--- src/rtl/alu_result_tx.sv ---
// alu_result_tx: UART-style serial transmitter for the ALU {sel, result} byte.
// One byte per valid/ready handshake, sent LSB first at CLKS_PER_BIT clocks
// per bit: start(0), 8 data bits, optional even parity, stop(1).
// Optional feature macro: PARITY_EN (adds an even-parity bit after bit 7).
module alu_result_tx #(
  parameter int unsigned CLKS_PER_BIT = 16
) (
  input  logic       clk,
  input  logic       rst_n,
  input  logic [5:0] result_in,
  input  logic [1:0] sel_in,
  input  logic       valid_in,
  output logic       ready_out,
  output logic       tx,
  output logic       busy
);

  localparam int unsigned BW = $clog2(CLKS_PER_BIT);
  localparam logic [BW-1:0] BAUD_LAST = BW'(CLKS_PER_BIT - 1);

  typedef enum logic [2:0] {
    IDLE,
    START,
    DATA,
`ifdef PARITY_EN
    PARITY,
`endif
    STOP
  } state_t;

  state_t          state_q, state_d;
  logic [BW-1:0]   baud_q, baud_d;
  logic [2:0]      bit_q, bit_d;
  logic [7:0]      shift_q, shift_d;
  logic            tx_q, tx_d;
  logic            ready_q, ready_d;
  logic            busy_q, busy_d;
  logic            bit_end;
  logic            accept;

  assign bit_end = (baud_q == BAUD_LAST);
  assign accept  = valid_in && ready_q;

  // Next-state, baud/bit counting and handshake capture
  always_comb begin
    state_d = state_q;
    baud_d  = baud_q;
    bit_d   = bit_q;
    shift_d = shift_q;
    ready_d = ready_q;
    case (state_q)
      IDLE: begin
        baud_d = '0;
        bit_d  = '0;
        if (accept) begin
          shift_d = {sel_in, result_in};
          state_d = START;
          ready_d = 1'b0;
        end
      end
      START: begin
        if (bit_end) begin
          baud_d  = '0;
          state_d = DATA;
        end else begin
          baud_d = baud_q + 1'b1;
        end
      end
      DATA: begin
        if (bit_end) begin
          baud_d = '0;
          bit_d  = bit_q + 3'd1;
          if (bit_q == 3'd7) begin
`ifdef PARITY_EN
            state_d = PARITY;
`else
            state_d = STOP;
`endif
          end
        end else begin
          baud_d = baud_q + 1'b1;
        end
      end
`ifdef PARITY_EN
      PARITY: begin
        if (bit_end) begin
          baud_d  = '0;
          state_d = STOP;
        end else begin
          baud_d = baud_q + 1'b1;
        end
      end
`endif
      STOP: begin
        if (bit_end) begin
          baud_d  = '0;
          state_d = IDLE;
          ready_d = 1'b1;
        end else begin
          baud_d = baud_q + 1'b1;
        end
      end
      default: begin
        state_d = IDLE;
        baud_d  = '0;
        bit_d   = '0;
        ready_d = 1'b1;
      end
    endcase
    busy_d = ~ready_d;
  end

  // Line level follows the current state, so tx lags the state by one clock
  always_comb begin
    tx_d = 1'b1;
    case (state_q)
      IDLE:    tx_d = 1'b1;
      START:   tx_d = 1'b0;
      DATA:    tx_d = shift_q[bit_q];
`ifdef PARITY_EN
      PARITY:  tx_d = ^shift_q;
`endif
      STOP:    tx_d = 1'b1;
      default: tx_d = 1'b1;
    endcase
  end

  // State and output registers; reset abandons any frame and idles the line
  always_ff @(posedge clk or negedge rst_n) begin
    if (!rst_n) begin
      state_q <= IDLE;
      baud_q  <= '0;
      bit_q   <= '0;
      shift_q <= '0;
      tx_q    <= 1'b1;
      ready_q <= 1'b1;
      busy_q  <= 1'b0;
    end else begin
      state_q <= state_d;
      baud_q  <= baud_d;
      bit_q   <= bit_d;
      shift_q <= shift_d;
      tx_q    <= tx_d;
      ready_q <= ready_d;
      busy_q  <= busy_d;
    end
  end

  assign ready_out = ready_q;
  assign tx        = tx_q;
  assign busy      = busy_q;

endmodule

--- config.mk ---
export PLATFORM = sky130hd
export DESIGN_NAME = alu_result_tx
export DESIGN_NICKNAME = d
export VERILOG_FILES = /design/src/rtl/alu_result_tx.sv
export SDC_FILE = /design/constraint.sdc
export NUM_CORES = 1
export LEC_CHECK = 0
export ABC_AREA = 1
export CAP_MARGIN = 5
export CORE_UTILIZATION = 56
export DETAILED_ROUTE_END_ITERATION = 7
export PLACE_DENSITY = 0.8
export SETUP_SLACK_MARGIN = 0.5
export SYNTH_ARGS = -nofsm -noshare
export SYNTH_HDL_FRONTEND = slang
export SYNTH_SLANG_ARGS = --single-unit
--- constraint.sdc ---
create_clock -name clk -period 3.09 [get_ports clk]
set_input_delay 0.309 -clock clk [delete_from_list [all_inputs] [get_ports clk]]
set_output_delay 0.309 -clock clk [all_outputs]
set_load 0.1 [all_outputs]
==> qor.yml <==
min_path:
  whs_endpoint: "baud_q[0]$_DFF_PN0_"
  hold_class: "reg -> reg"
  holdCritStartpoint: "baud_q[0]$_DFF_PN0_"
  min_path_cells: 1
sta:
  slew_headroom_pct: 35.8
  tightest_slew_ns: 0.959
  maxSlewViolCount: 0
  max_freq_mhz: 482
  hold_viol: 0
  fin_crit_sh_pct: 67.1
  clock_skew_ns: 0.00411
  min_period_ns: 2.07
  fin_setup_tns_ns: 0
  setup_violations: 0
  rsz0062_at_grt: "no"
yosys:
  ys_warn_count: 0
  synthTopCellsByArea: "dfrtp_1 44%, nand2_1 10%, ha_1 8.6%"
  synth_fa_ha_area_share_pct: 8.60
  synth-seq-area-share_pct: 49.4
  synth.area.mux_share_pct: 1.11
  netlist_area_um2: 1020
  syn_area_per_cell_um2: 8.49
  synth_top_area_share_pct: 44.2
  synth_xor_xnor_area_share_pct: 0.860
  synth.net_count: 138
  synth_cell_types: 20
  synth_top_area_cell: "dfrtp_1"
  ys_ff_latch: 20
  yosys.area_share.simple_pct: 23.3
  synth_compound_area_share_pct: 8.11
  synth_top_family_by_area: "simple AND/OR/NAND/NOR gates"
  postSynthCellCount: 120
grt:
  grt_pass1_wl_um: 3040
  grt_pass1_vias: 717
  grt_max_degree: 21
  antenna_found_initial: 0
  grt_remaining_overflow: 0
  grt_use_total_pct: 21.6
clock_network:
  htree_levels: 1
  clkSinkCount: 20
  cts_made_buffers: 3
  cts_setup_buffers: 0
  root_buffer: "clkbuf_4"
  cts.repair.resized: 0
  tritoncts: "yes"
  clock_latency_ns: 0.31
  postCtsHoldBufs: 0
  path_clk_slew_ns: 0.11
  clockBufferDepth: 2
critical_path:
  r2r_cells: 4
  critical_path.top_delay_family: "buffers and inverters"
  path_cells: "clkdlybuf4s50_1"
  r2r-end: "shift_q[5]$_DFFE_PN0P_"
  arrival_ns: 1.76
  endpoint_kind: "primary output"
  rrSetupSlack_ns: 1.58
  r2r_start: "state_q[0]$_DFFE_PN0P_"
  worstPathRequired_ns: 2.78
  crit_path_max_incr_delay_ns: 1.12
  crit_fanout: 1
  start_kind: "flop"
  critical_path_class: "reg -> out"
  cp.buffers_inverters: 1
  slowest_stage: "clkdlybuf4s50_1"
layout:
  final_cell_mix: "27 x nand2_1, 18 x inv_1, 18 x dfrtp_1"
  drive_gt1_share_pct: 11.8
  num_antenna_cells: 0
  nNetsFinal: 155
  area_growth_pct: 18.4
  final_common_cell: "nand2_1"
  final_area_um2: 1210
  final_core_util_pct: 70.6
floorplan:
  initial_utilization_pct: 59.6
  die_height_um: 44.6
  die_w_um: 44.6
  dieArea_um2: 1990
  core_area_um2: 1710
  pin_count: 14
  rows: 15
routing:
  viasPerCell: 4.93
  routed_wl_um: 1820
  ant_nets: 0
  drtPass1Iterations: 4
  vias: 793
  drc: 0
  wl_per_cell_um: 11.3
  first_iter_violations: 13
pwr:
  max-vdd-ir-drop_mv: 0.317
  p_per_area_nw_per_um2: 360
  total_leakage_power_nw: 0.617
job:
  maxCapViolCount: 0
run_status:
  status: "finished, final reports clean"
placed_design:
  port_buffers: 13
  postPlaceCellArea_um2: 1170
  hpwl_um: 1330
  globalplace.congestion: 0.819
## where the power goes
group,internal [W],switching (W)
Sequential,0.000262,0
Clock,0.0000720,0.0000824
Combinational,0.0000113,0.00000710
## worst max-delay path by stage
stage	startpoint	slack (ns)	cells after the start	endpoint
final	busy$_DFF_PN0_	1.02	1	busy
after CTS	busy$_DFF_PN0_	1.01	1	busy
after global placement	busy$_DFF_PN0_	1.36	1	busy
after floorplan	ready_out$_DFF_PN1_	1.57	2	shift_q[5]$_DFFE_PN0P_
after global routing	busy$_DFF_PN0_	0.98	1	busy
after detailed placement	busy$_DFF_PN0_	1.36	1	busy
## sequential cells by signal (all words and copies together) (netlist names)
name       flops
baud_q         4
shift_q        8
busy           1
state_q        2
bit_q          3
tx             1
ready_out      1
## per-layer routing
layer / part of all wire, % / wire, um / up-vias / GRT usage (%)
met5: 0 / 0 / - / 0
met1: 48 / 880 / 361 / 27.8
met4: 3.3 / 60 / 0 / 12.7
li1: - / - / 407 / -
met3: 3.5 / 63 / 7 / 2.86
met2: 45 / 812 / 18 / 34.7
## area by class of cell
| type | count | area (um^2) |
|---|---|---|
| well taps | 25 | 31.3 |
| repair buffers | 13 | 125 |
| clock buffers | 4 | 36.3 |
| flip-flops and latches | 20 | 503 |
| fillers | 136 | 502 |
| multi-input cells | 77 | 428 |
| inverters | 22 | 82.6 |
## per-stage QoR
step	setup slack [ns]	power, W	hold slack [ns]	std cells
finish	1.02	0.000435	0.465	161
global route	0.982	0.000448	0.494	161
CTS	1.01	0.000436	0.469	161
detailed placement	1.36	0.000285	0.453	157
global placement	1.36	0.000285	0.438	157
floorplan	1.57	0.000267	0.0134	120
## cells in the mapped netlist, drive strengths merged
cell,count
xor2,1
dfrtp,18
mux2,1
dfstp,2
nand4,2
inv,21
nand2,29
ha,7
buf,1
nand3,10
a21oi,8
clkinv,1
o21ai,7
nor2,11
o211ai,1
## kinds of logic (layout without fill, tap and decap cells)
family | count (synthesis) | in the layout
AND/OR/NAND/NOR | 52 | 52
buffers and inverters | 23 | 39
XOR/XNOR | 1 | 1
multiplexers | 1 | 1
AO/OA/AOI/OAI | 16 | 16
adder cells (fa/ha/maj) | 7 | 7
flip-flops | 20 | 20
Note: power is estimated with default switching activity, not from simulation.
